[src/rtl/oam_dma.sv]
// OAM DMA engine: copies 160 bytes from a CPU-selected page into 0xFE00..0xFE9F
// and restricts CPU traffic to HRAM while active. Optional macro: OAM_DMA_ECHO_MAP_EN.
module oam_dma #(
   parameter int CYCLES_PER_BYTE = 4,
   parameter int START_DELAY     = 4
) (
   input  logic        clk,
   input  logic        reset,
   input  logic [15:0] cpu_addr,
   input  logic [7:0]  cpu_wdata,
   input  logic        cpu_rd,
   input  logic        cpu_wr,
   output logic [7:0]  cpu_rdata,
   output logic [15:0] mem_addr,
   output logic [7:0]  mem_wdata,
   output logic        mem_rd,
   output logic        mem_wr,
   input  logic [7:0]  mem_rdata,
   output logic        dma_active,
   output logic [1:0]  dbg_state
);

   localparam int SW = $clog2(CYCLES_PER_BYTE);
   localparam int DW = (START_DELAY > 1) ? $clog2(START_DELAY) : 1;
   localparam logic [SW-1:0] SLOT_LAST = SW'(CYCLES_PER_BYTE - 1);
   localparam logic [DW-1:0] DLY_LAST  = DW'(START_DELAY - 1);
   localparam logic [7:0]    IDX_LAST  = 8'd159;

   typedef enum logic [1:0] {
      IDLE  = 2'd0,
      START = 2'd1,
      XFER  = 2'd2
   } state_t;

   state_t         state, state_nx;
   logic [7:0]     page, idx, data_buf;
   logic [SW-1:0]  slot;
   logic [DW-1:0]  dly;
   logic           restart;

   logic           reg_hit, reg_wr, hram_hit, dma_slot_busy;
   logic           dma_rd_slot, dma_wr_slot, fwd_ok, fwd_rd, fwd_wr;
   logic [7:0]     src_page;

   // Valid/strobe semantics: cpu_rd/cpu_wr and mem_rd/mem_wr are single-cycle
   // strobes with no backpressure; the MMU answers mem_rdata in the same cycle.
   always_comb begin
      reg_hit       = (cpu_addr == 16'hFF46);
      reg_wr        = cpu_wr && reg_hit;
      hram_hit      = (cpu_addr >= 16'hFF80) && (cpu_addr <= 16'hFFFE);
      dma_active    = (state == XFER) || ((state == START) && restart);
      dma_slot_busy = (state == XFER) && ((slot == '0) || (slot == SLOT_LAST));
      dma_rd_slot   = (state == XFER) && (slot == '0);
      // A restart landing on the write slot abandons that byte.
      dma_wr_slot   = (state == XFER) && (slot == SLOT_LAST) && !reg_wr;
      fwd_ok        = !reg_hit && (!dma_active || (hram_hit && !dma_slot_busy));
      fwd_rd        = reset && fwd_ok && cpu_rd;
      fwd_wr        = reset && fwd_ok && cpu_wr;
`ifdef OAM_DMA_ECHO_MAP_EN
      src_page      = (page >= 8'hE0) ? (page - 8'h20) : page;
`else
      src_page      = page;
`endif
   end

   always_comb begin
      mem_rd    = 1'b0;
      mem_wr    = 1'b0;
      mem_addr  = 16'h0000;
      mem_wdata = 8'h00;
      if (dma_rd_slot) begin
         mem_rd   = 1'b1;
         mem_addr = {src_page, idx};
      end else if (dma_wr_slot) begin
         mem_wr    = 1'b1;
         mem_addr  = 16'hFE00 + {8'h00, idx};
         mem_wdata = data_buf;
      end else if (fwd_rd || fwd_wr) begin
         mem_rd    = fwd_rd;
         mem_wr    = fwd_wr;
         mem_addr  = cpu_addr;
         mem_wdata = fwd_wr ? cpu_wdata : 8'h00;
      end
   end

   always_comb begin
      cpu_rdata = 8'hFF;
      if (cpu_rd && reg_hit) begin
         cpu_rdata = page;
      end else if (fwd_rd) begin
         cpu_rdata = mem_rdata;
      end
   end

   always_comb begin
      state_nx = state;
      case (state)
         IDLE:  state_nx = IDLE;
         START: if (dly == DLY_LAST) state_nx = XFER;
         XFER:  if ((slot == SLOT_LAST) && (idx == IDX_LAST)) state_nx = IDLE;
         default: state_nx = IDLE;
      endcase
      if (reg_wr) begin
         state_nx = START;
      end
   end

   always_ff @(posedge clk or negedge reset) begin
      if (!reset) begin
         state <= IDLE;
      end else begin
         state <= state_nx;
      end
   end

   always_ff @(posedge clk or negedge reset) begin
      if (!reset) begin
         page     <= 8'h00;
         idx      <= 8'h00;
         slot     <= '0;
         dly      <= '0;
         data_buf <= 8'h00;
         restart  <= 1'b0;
      end else if (reg_wr) begin
         page    <= cpu_wdata;
         idx     <= 8'h00;
         slot    <= '0;
         dly     <= '0;
         // Remember whether the bus was already restricted so START keeps it so.
         restart <= dma_active;
      end else begin
         case (state)
            IDLE: restart <= 1'b0;
            START: begin
               if (dly != DLY_LAST) begin
                  dly <= dly + DW'(1);
               end
            end
            XFER: begin
               if (slot == '0) begin
                  data_buf <= mem_rdata;
               end
               if (slot == SLOT_LAST) begin
                  slot <= '0;
                  if (idx != IDX_LAST) begin
                     idx <= idx + 8'd1;
                  end
               end else begin
                  slot <= slot + SW'(1);
               end
            end
            default: ;
         endcase
      end
   end

   assign dbg_state = state;

endmodule
[config.mk]
export PLATFORM = sky130hd
export DESIGN_NAME = oam_dma
export DESIGN_NICKNAME = d
export VERILOG_FILES = /design/src/rtl/oam_dma.sv
export SDC_FILE = /design/constraint.sdc
export NUM_CORES = 1
export LEC_CHECK = 0
export CORE_MARGIN = 10
export CORE_UTILIZATION = 45
export DETAILED_ROUTE_END_ITERATION = 16
export PLACE_DENSITY = 0.89
export SKIP_LAST_GASP = 1
export SYNTH_ARGS = -nofsm -noshare
export SYNTH_HDL_FRONTEND = slang
export SYNTH_SLANG_ARGS = --single-unit
[constraint.sdc]
create_clock -name clk -period 4 [get_ports clk]
set_input_delay 0.8 -clock clk [delete_from_list [all_inputs] [get_ports clk]]
set_output_delay 0.8 -clock clk [all_outputs]
set_load 0.03 [all_outputs]
==> results of run 1 <==
==> power groups by stage <==
stage | combinational [uW] | clock (uW) | sequential (uW)
detailed placement | 409 | 0 | 431
CTS | 412 | 281 | 425
global placement | 401 | 0 | 427
finish | 411 | 279 | 426
global route | 438 | 300 | 435
floorplan | 266 | 0 | 405
==> Yosys cell counts (all sizes together), types with 4 or more instances <==
cell,n,share of area (%)
a21oi,7,1.9
a22o,5,2.1
buf,6,1.6
clkbuf,5,0.91
dfrtp,31,38
ha,4,2.4
inv,6,1.1
mux2,16,8.8
mux2i,10,4.9
nand2,28,5.1
nand3,5,1.2
nand4,4,1.2
nor2,17,3.2
nor3,12,2.9
o211ai,9,3.3
o21ai,5,1.4
o32a,8,3.9
xnor2,6,2.6
==> cell type report <==
| cell class | count | area, sq um | area share (%) |
|---|---|---|---|
| Sequential cell | 31 | 776 | 26.4 |
| Timing Repair Buffer | 87 | 753 | 25.6 |
| Inverter | 6 | 22.5 | 0.767 |
| Clock inverter | 1 | 7.51 | 0.256 |
| Clock buffer | 7 | 96.3 | 3.28 |
| Tap cell | 52 | 65.1 | 2.22 |
| Multi-Input combinational cell | 170 | 1220 | 41.4 |
==> stage by stage <==
| step | cell area [sq um] | power, uW |
|---|---|---|
| after detailed placement | 2820 | 840 |
| after CTS | 2920 | 1120 |
| final | 2940 | 1120 |
| after floorplan | 2060 | 671 |
| after global placement | 2820 | 828 |
| after global routing | 2940 | 1170 |
==> worst reg2reg max path: cells and delay by family (launching register included) <==
kind,cells,cell delay (ps)
AO/OA/AOI/OAI,1,520
flip-flops,1,560
multiplexers,1,410
AND/OR/NAND/NOR,2,820
==> kinds of logic (layout without fill, tap and decap cells) <==
logic type,count (synthesis),in the layout
AOI/OAI and AO/OA,49,49
muxes,26,26
and+or+nand+nor,85,85
xor gates and xnor gates,6,6
buffers and inverters,17,101
adders and majority gates,4,4
DFF,31,31
==> sequential cells by signal, summed over array words and instances (netlist names) <==
| name | cells |
|---|---|
| data_buf | 8 |
| dbg_state | 2 |
| dly | 2 |
| idx | 8 |
| page | 8 |
| restart | 1 |
| slot | 2 |
==> placed cells by master, fill, tap and decap left out, types with 3 or more instances in the layout <==
cell type        Yosys  final
dfrtp_1             31     31
mux2i_1             10     10
mux2_2              16     16
ha_1                 4      4
xnor2_1              6      6
o32a_1               8      8
inv_1                6      6
clkbuf_8             0      7
o2bb2ai_1            3      3
nor2_1              16     16
clkdlybuf4s50_1      0     38
a22o_1               5      5
buf_4                2     48
o21ai_0              3      3
nand4_1              4      4
o211ai_1             9      9
nand3_1              5      5
nor3_1              12     12
nand2_1             28     28
a21oi_1              6      6
==> worst max-delay path by stage <==
stage                      startpoint           to  depth (start not counted)
after global placement    cpu_addr[5]  mem_addr[3]                          7
after global routing      cpu_addr[5]  mem_addr[0]                          7
after floorplan           cpu_addr[5]  mem_addr[0]                          5
final                     cpu_addr[5]  mem_addr[0]                          7
after detailed placement  cpu_addr[5]  mem_addr[0]                          7
after CTS                 cpu_addr[5]  mem_addr[0]                          7
==> routing by layer <==
layer / share of wire, % / vias up
met5: 0 / -
met4: 4.6 / 0
met3: 4.9 / 25
met2: 53 / 81
met1: 38 / 1040
li1: - / 988
==> impl_metrics.ini, run 1 <==
[status]
outcome = finished clean

[power]
switching_share_pct = 36.2
p_clk_share_pct = 25.0
seqPwrFrac_pct = 38.2
cellPowerDensity_mw_per_mm2 = 380
comb_power_share_pct = 36.8
ir_drop_v = 0.000253
switchingPower_uw = 404
internal_power_uw = 712
p_leak_uw = 0.00125

[routing]
drt-initial-drc-count = 187
first_pass_iters = 4
post_drt_wl_per_cell_um = 20.0
viasPerCell = 6.03
ant_nets = 0
wirelength_mm = 7.06
drc_errors = 0
vias = 2134

[clock_network]
clk_latency_ps = 290
cts_tree = built
cts.hold.buffers_added = 0
htree_levels = 2
clock-sinks = 31
cts_resized = 0
cts_buffers = 5
cts_setup_buffers = 0
clk_root_buffer_cell = clkbuf_8
clock_path_buffers = 2
clkTransAtPathRegs_ps = 70

[synthesis]
ys_ff_latch = 31
synth.distinct_cells = 48
synth_compound_area_share_pct = 19.2
netlist_area_sq_mm = 0.00206
synthCells = 218
synth_mux_area_share_pct = 13.6
synth_edf_count = 0
synth_ff_type = dfrtp_1
synthSimpleGateAreaFrac_pct = 20.8
yosysWarnings = 0
synth_xor_area_share_pct = 2.56
synth_top_family_by_area = simple AND/OR/NAND/NOR gates
async_flop_share_pct = 100
mappedNetlistNets = 258
seq_area_frac_synth_pct = 37.7
syn_avg_cell_area_sq_um = 9.43
synthAdderAreaFrac_pct = 2.43

[grt]
grt_pass1_vias = 2206
antenna_found_initial = 0
use_met2_pct = 31.8
busiest_layer = met2
grt.overflow.total = 0
grt_first_pass_wirelength_mm = 11.1
grt_use_met3_pct = 4.09
grtUsageMet1_pct = 19.4
grt_start_max_net_pins = 27
grt_use_total_pct = 18.1

[setup_path]
critPathArrivalTime_ps = 3150
slowest_delay_ps = 540
path_cells = clkdlybuf4s50_1 -> or4_4 -> or4_4 -> buf_4 -> o311a_4 -> a22o_1 -> buf_4
worst-path-buf-inv = 3
cp_max_fo = 8
endpoint_kind = output pin
rr_worst_depth = 4
cp_slowest_cell = or4_4
crit_family = simple AND/OR/NAND/NOR gates
r2r-end = data_buf[2]
r2r_slack_ps = 1590
crit_type = in -> out
critPathRequiredTime_ps = 3200
cp-start-kind = input port
regToRegStartpoint = dbg_state[1]

[die]
initial_core_util_pct = 46.9
boundaryPins = 73
rows = 24
die_w_um = 87.6
dieArea_sq_mm = 0.00767
core_sq_mm = 0.00438
die_h_um = 87.6

[place]
post-place-cells = 346
port_buffers = 72
place_congestion = 0.865
dp_hpwl_mm = 5.37
pre_cts_slack_ps = 22.7

[sta]
tightest_slew_ps = 927
min_period_ps = 3950
drv_slew = 0
worst_hold_slack_ps = 508
setup_viol_count_final = 0
post-route-period-util_pct = 98.9
rsz0062_at_grt = no
fin_ws_ps = 45.1
relSlewSlack_pct = 38.2
fmax_mhz = 253
finalHoldViolations = 0
finalSetupTns_ps = 0
finClkSkew_ps = 11.0

[layout]
fin_util_pct = 67.0
final.fill_count = 336
final_cells = 354
syn_to_final_growth_pct = 42.8
layout-drive-gt1-share_pct = 27.5
num_antenna_cells = 0
nNetsFinal = 341

[min_path]
min_path_cells = 1
holdCritPathClass = reg -> reg
hp-start = data_buf[4]
hold_path_end = data_buf[4]

[flow_run]
max-cap-violations = 0
Power figures use the tool's default switching activity.
==> run 2: changes to the inputs <==
Settings changed: GPL_ROUTABILITY_DRIVEN from default to 0, PLACE_DENSITY 0.89 to 0.8.
==> run 2 against run 1 <==
Against the previous run: non-clock buffer count is 1 higher; sequential share of layout area is 0.079 points higher; maximum frequency hardly changed; worst setup slack worse by 2.4 ps.
==> impl_metrics.ini, run 2 (synthesized netlist as in run 1, its figures left out) <==
[setup_path]
endpoint_kind = output pin
critPathArrivalTime_ps = 3160
rr_worst_depth = 4
critPathRequiredTime_ps = 3200
regToRegStartpoint = dbg_state[1]
cp_max_fo = 8
r2r-end = data_buf[4]
cp-start-kind = input port
crit_start = cpu_addr[5]
crit_type = in -> out
r2r_slack_ps = 1650

[grt]
grt.overflow.total = 0
grt_start_max_net_pins = 21
grt_first_pass_wirelength_mm = 10.8
grt_use_total_pct = 17.6
grt_pass1_vias = 2130
antenna_found_initial = 0

[sta]
finalSetupTns_ps = 0
relSlewSlack_pct = 44.0
finalHoldViolations = 0
post-route-period-util_pct = 98.9
tightest_slew_ps = 840
fmax_mhz = 253
min_period_ps = 3960
finClkSkew_ps = 3.71
worst_hold_slack_ps = 505
drv_slew = 0
setup_viol_count_final = 0

[routing]
viasPerCell = 5.79
wirelength_mm = 6.77
vias = 2057
drt-initial-drc-count = 213
ant_nets = 0
first_pass_iters = 4
post_drt_wl_per_cell_um = 19.1
drc_errors = 0

[die]
die_h_um = 87.6
rows = 24
die_w_um = 87.6
boundaryPins = 73
initial_core_util_pct = 46.9
dieArea_sq_mm = 0.00767
core_sq_mm = 0.00438

[place]
dp_hpwl_mm = 5.28
port_buffers = 72
placed_area_sq_mm = 0.00283

[layout]
fin_util_pct = 66.8
syn_to_final_growth_pct = 42.4
fin_area_sq_mm = 0.00293
final_common_cell = buf_4
num_antenna_cells = 0
layout-drive-gt1-share_pct = 27.1
layout_common_cells = 48 x buf_4, 37 x clkdlybuf4s50_1, 31 x dfrtp_1, 28 x nand2_1
reg.largest.list = data_buf: 8 flops, idx: 8 flops, page: 8 flops
nNetsFinal = 342

[power]
cellPowerDensity_mw_per_mm2 = 367
p_leak_uw = 0.00126
comb_power_share_pct = 38.4
switchingPower_uw = 393
ir_drop_v = 0.000291
internal_power_uw = 681
switching_share_pct = 36.6
seqPwrFrac_pct = 39.8
p_clk_share_pct = 21.9

[clock_network]
clk_latency_ps = 280
cts_buffers = 5
cts_resized = 0
cts.hold.buffers_added = 0
clock-sinks = 31
clk_root_buffer_cell = clkbuf_8
htree_levels = 2
clock_path_buffers = 2
cts_tree = built
cts_setup_buffers = 0
clkTransAtPathRegs_ps = 60

[min_path]
hold_path_end = data_buf[3]
min_path_cells = 1
hp-start = data_buf[3]
holdCritPathClass = reg -> reg

[flow_run]
max-cap-violations = 0

[status]
outcome = finished clean
-- run 2: layer usage --
layer | track usage (%) | part of all wire, %
met1 | 20.8 | 41
met2 | 29.8 | 52
met4 | 8.12 | 2.6
met3 | 3.71 | 4.1
met5 | 0 | 0
-- run 2: power by group through the flow --
stage          Combinational [uW]  Clock [uW]  Sequential, uW
3_5_place_dp                  410           0             432
3_3_place_gp                  402           0             430
6_report                      412         235             427
4_1_cts                       411         241             426
5_1_grt                       443         256             437
2_1_floorplan                 266           0             405
-- run 2: worst max-delay path by stage --
stage	end	slack [ps]	depth (start not counted)
6_report	mem_addr[7]	40	7
3_3_place_gp	mem_addr[3]	30	7
5_1_grt	mem_addr[7]	-8	7
3_5_place_dp	mem_addr[5]	-2	7
2_1_floorplan	mem_addr[0]	580	5
4_1_cts	mem_addr[5]	1	7
-- run 2: metrics by stage --
step	power, uW	std cells	setup slack (ps)
floorplan	671	218	576
global placement	831	347	32.2
detailed placement	842	347	-1.74
CTS	1080	355	1.14
global route	1140	355	-7.63
finish	1070	355	42.7
-- run 2: worst max-delay path, stage by stage --
cell	delay (ps)
clkdlybuf4s50_1	430
or4_4	550
or4_4	430
buf_4	160
o311a_4	390
a22o_1	240
buf_4	160
-- run 2: layout make-up --
cell class                 instances  area [sq um]
clock buffer                       7          76.3
tap                               52          65.1
fill                             371          1460
inverter                           6          22.5
sequential                        31           776
timing repair buffer              88           767
clock inverter                     1          5.00
multi-input combinational        170          1220
==> run 3: changes to the inputs <==
--- a/config.mk
+++ b/config.mk
@@ -10,4 +10,5 @@
 export DETAILED_ROUTE_END_ITERATION = 16
 export GPL_ROUTABILITY_DRIVEN = 0
+export HOLD_SLACK_MARGIN = 0.06
 export PLACE_DENSITY = 0.8
 export SKIP_LAST_GASP = 1
==> constraint.sdc (replaced) <==
create_clock -name clk -period 4 [get_ports clk]
set_input_delay 0.8 -clock clk [delete_from_list [all_inputs] [get_ports clk]]
set_output_delay 0.8 -clock clk [all_outputs]
set_load 0.05 [all_outputs]
==> run 3 against run 2 <==
Against the previous run: first-iteration DRC count increased by 1.9%; critical path type unchanged; clock power increased by 20%; utilization increased by 11 points; sequential power about the same; combinational power increased by 46%; clock skew increased by 7.7 ps; non-clock buffer count increased by 1; global-route usage increased by 2.0 points; register-to-register slack improved by 230 ps; highest routed layer unchanged.
==> impl_metrics.ini, run 3 (synthesized netlist as in run 1, its figures left out) <==
[clock_network]
clock-sinks = 31
clock_path_buffers = 2
cts_buffers = 5
cts_tree = built
htree_levels = 2
clkTransAtPathRegs_ps = 60
clk_latency_ps = 290
clk_root_buffer_cell = clkbuf_8

[setup_path]
crit_type = in -> out
critPathArrivalTime_ps = 3060
r2r_slack_ps = 1880
cp_slowest_cell = or4_4
cp-start-kind = input port
cp_max_fo = 7
worst-path-buf-inv = 4
crit_family = buffers and inverters
crit_start = cpu_addr[5]
endpoint_kind = output pin
rr_worst_depth = 5
path_cells = clkdlybuf4s50_1 -> or4_4 -> or4_4 -> buf_4 -> o21ai_2 -> buf_6 -> o211ai_1 -> bufbuf_16
r2r-end = data_buf[4]
critPathRequiredTime_ps = 3200
regToRegStartpoint = dbg_state[1]
slowest_delay_ps = 550
cpMostUsedCell = or4_4

[routing]
ant_nets = 0
first_pass_iters = 4
drt-initial-drc-count = 217
vias = 2155
viasPerCell = 6.05
post_drt_wl_per_cell_um = 21.3
wirelength_mm = 7.60
drc_errors = 0

[die]
die_h_um = 87.6
die_w_um = 87.6
dieArea_sq_mm = 0.00767
initial_core_util_pct = 46.9
core_sq_mm = 0.00438
rows = 24
boundaryPins = 73

[sta]
setup_viol_count_final = 0
tightest_slew_ps = 728
rsz0062_at_grt = no
fmax_mhz = 259
drv_slew = 0
finalHoldViolations = 0
finClkSkew_ps = 11.4
relSlewSlack_pct = 50.8
min_period_ps = 3860
finalSetupTns_ps = 0
post-route-period-util_pct = 96.5

[place]
port_buffers = 72
dp_hpwl_mm = 5.68
post-place-cells = 348

[flow_run]
max-cap-violations = 0

[power]
internal_power_uw = 813
p_leak_uw = 0.00141
cellPowerDensity_mw_per_mm2 = 387
comb_power_share_pct = 45.9
ir_drop_v = 0.000355
seqPwrFrac_pct = 32.6
switching_share_pct = 38.0
switchingPower_uw = 498
p_clk_share_pct = 21.5

[grt]
grt_first_pass_wirelength_mm = 12.1
use_met2_pct = 31.7
grt_pass1_vias = 2287
busiest_layer = met2
grt_use_total_pct = 19.6
grt.overflow.total = 0
grt_start_max_net_pins = 22
antenna_found_initial = 0
grt_use_met3_pct = 3.90
grtUsageMet1_pct = 24.1

[min_path]
holdCritPathClass = reg -> reg
hp-start = data_buf[0]
hold_path_end = data_buf[0]
min_path_cells = 1

[layout]
reg.largest.list = data_buf: 8 flops, idx: 8 flops, page: 8 flops
layout-drive-gt1-share_pct = 28.3
ff_latch_area_sq_um = 776
layout_common_cells = 38 x clkdlybuf4s50_1, 33 x buf_12, 31 x dfrtp_1, 28 x nand2_1
nNetsFinal = 343
final_cells = 356
num_antenna_cells = 0
final.fill_count = 279
syn_to_final_growth_pct = 64.8
final_common_cell = clkdlybuf4s50_1
multi_input_comb_area_sq_mm = 0.00122

[status]
outcome = finished clean
[run 3: cell types whose count changed in the layout (fill, tap and decap cells not counted), sizes merged]
cell | previous run | this run
bufbuf | 0 | 1
clkdlybuf4s50 | 37 | 38
clkinv | 1 | 0
clkinvlp | 0 | 1
dlymetal6s2s | 2 | 0
buf | 49 | 50
[run 3: worst max path at each step]
stage | end | slack [ps] | depth (start not counted)
2_1_floorplan | mem_addr[8] | 430 | 6
3_3_place_gp | mem_addr[7] | 110 | 6
3_5_place_dp | mem_addr[5] | 50 | 6
4_1_cts | mem_addr[5] | 60 | 6
5_1_grt | mem_addr[15] | 70 | 8
6_report | mem_addr[15] | 140 | 8
[run 3: cell type report]
cell class,count,share of cell area [%]
clock buffers,7,2.84
multi-input cells,170,35.9
well taps,52,1.92
flip-flops and latches,31,22.9
inverters,6,0.665
clock inverters,1,0.222
repair buffers,89,35.6
[run 3: power groups by stage]
stage               Combinational [uW]  Sequential [uW]  Clock, uW
floorplan                          328              405          0
global placement                   587              428          0
detailed placement                 600              431          0
CTS                                603              427        287
global route                       631              436        300
finish                             602              428        281
[run 3: routing by layer]
layer | part of all wire [%] | vias up
li1 | - | 989
met1 | 39 | 1066
met2 | 51 | 80
met3 | 5.6 | 20
met4 | 4.3 | 0
met5 | 0 | -
[run 3: worst register-to-register path, cell delays in order (launching register included)]
cell	delay (ps)
dfrtp_1	550
nor2b_1	240
buf_4	200
nand2_1	120
a21oi_2	480
mux2_2	420
[run 3: metrics by stage]
stage                     hold slack, ps  utilization [%]  instance area [sq um]  power (uW)  setup slack [ps]
after floorplan                      480                -                   2060         733               427
after global placement               488             74.3                   3260        1020               112
after detailed placement             499             74.3                   3260        1030              50.4
after CTS                            514             76.7                   3360        1320              55.9
after global routing                 534             77.3                   3390        1370              72.2
final                                510             77.3                   3390        1310               141
[run 3: repair_timing]
action	in CTS	in global routing
hold buffers	0	0
setup endpoints to repair	0	15
buffers inserted	0	0
gates resized for setup	0	5
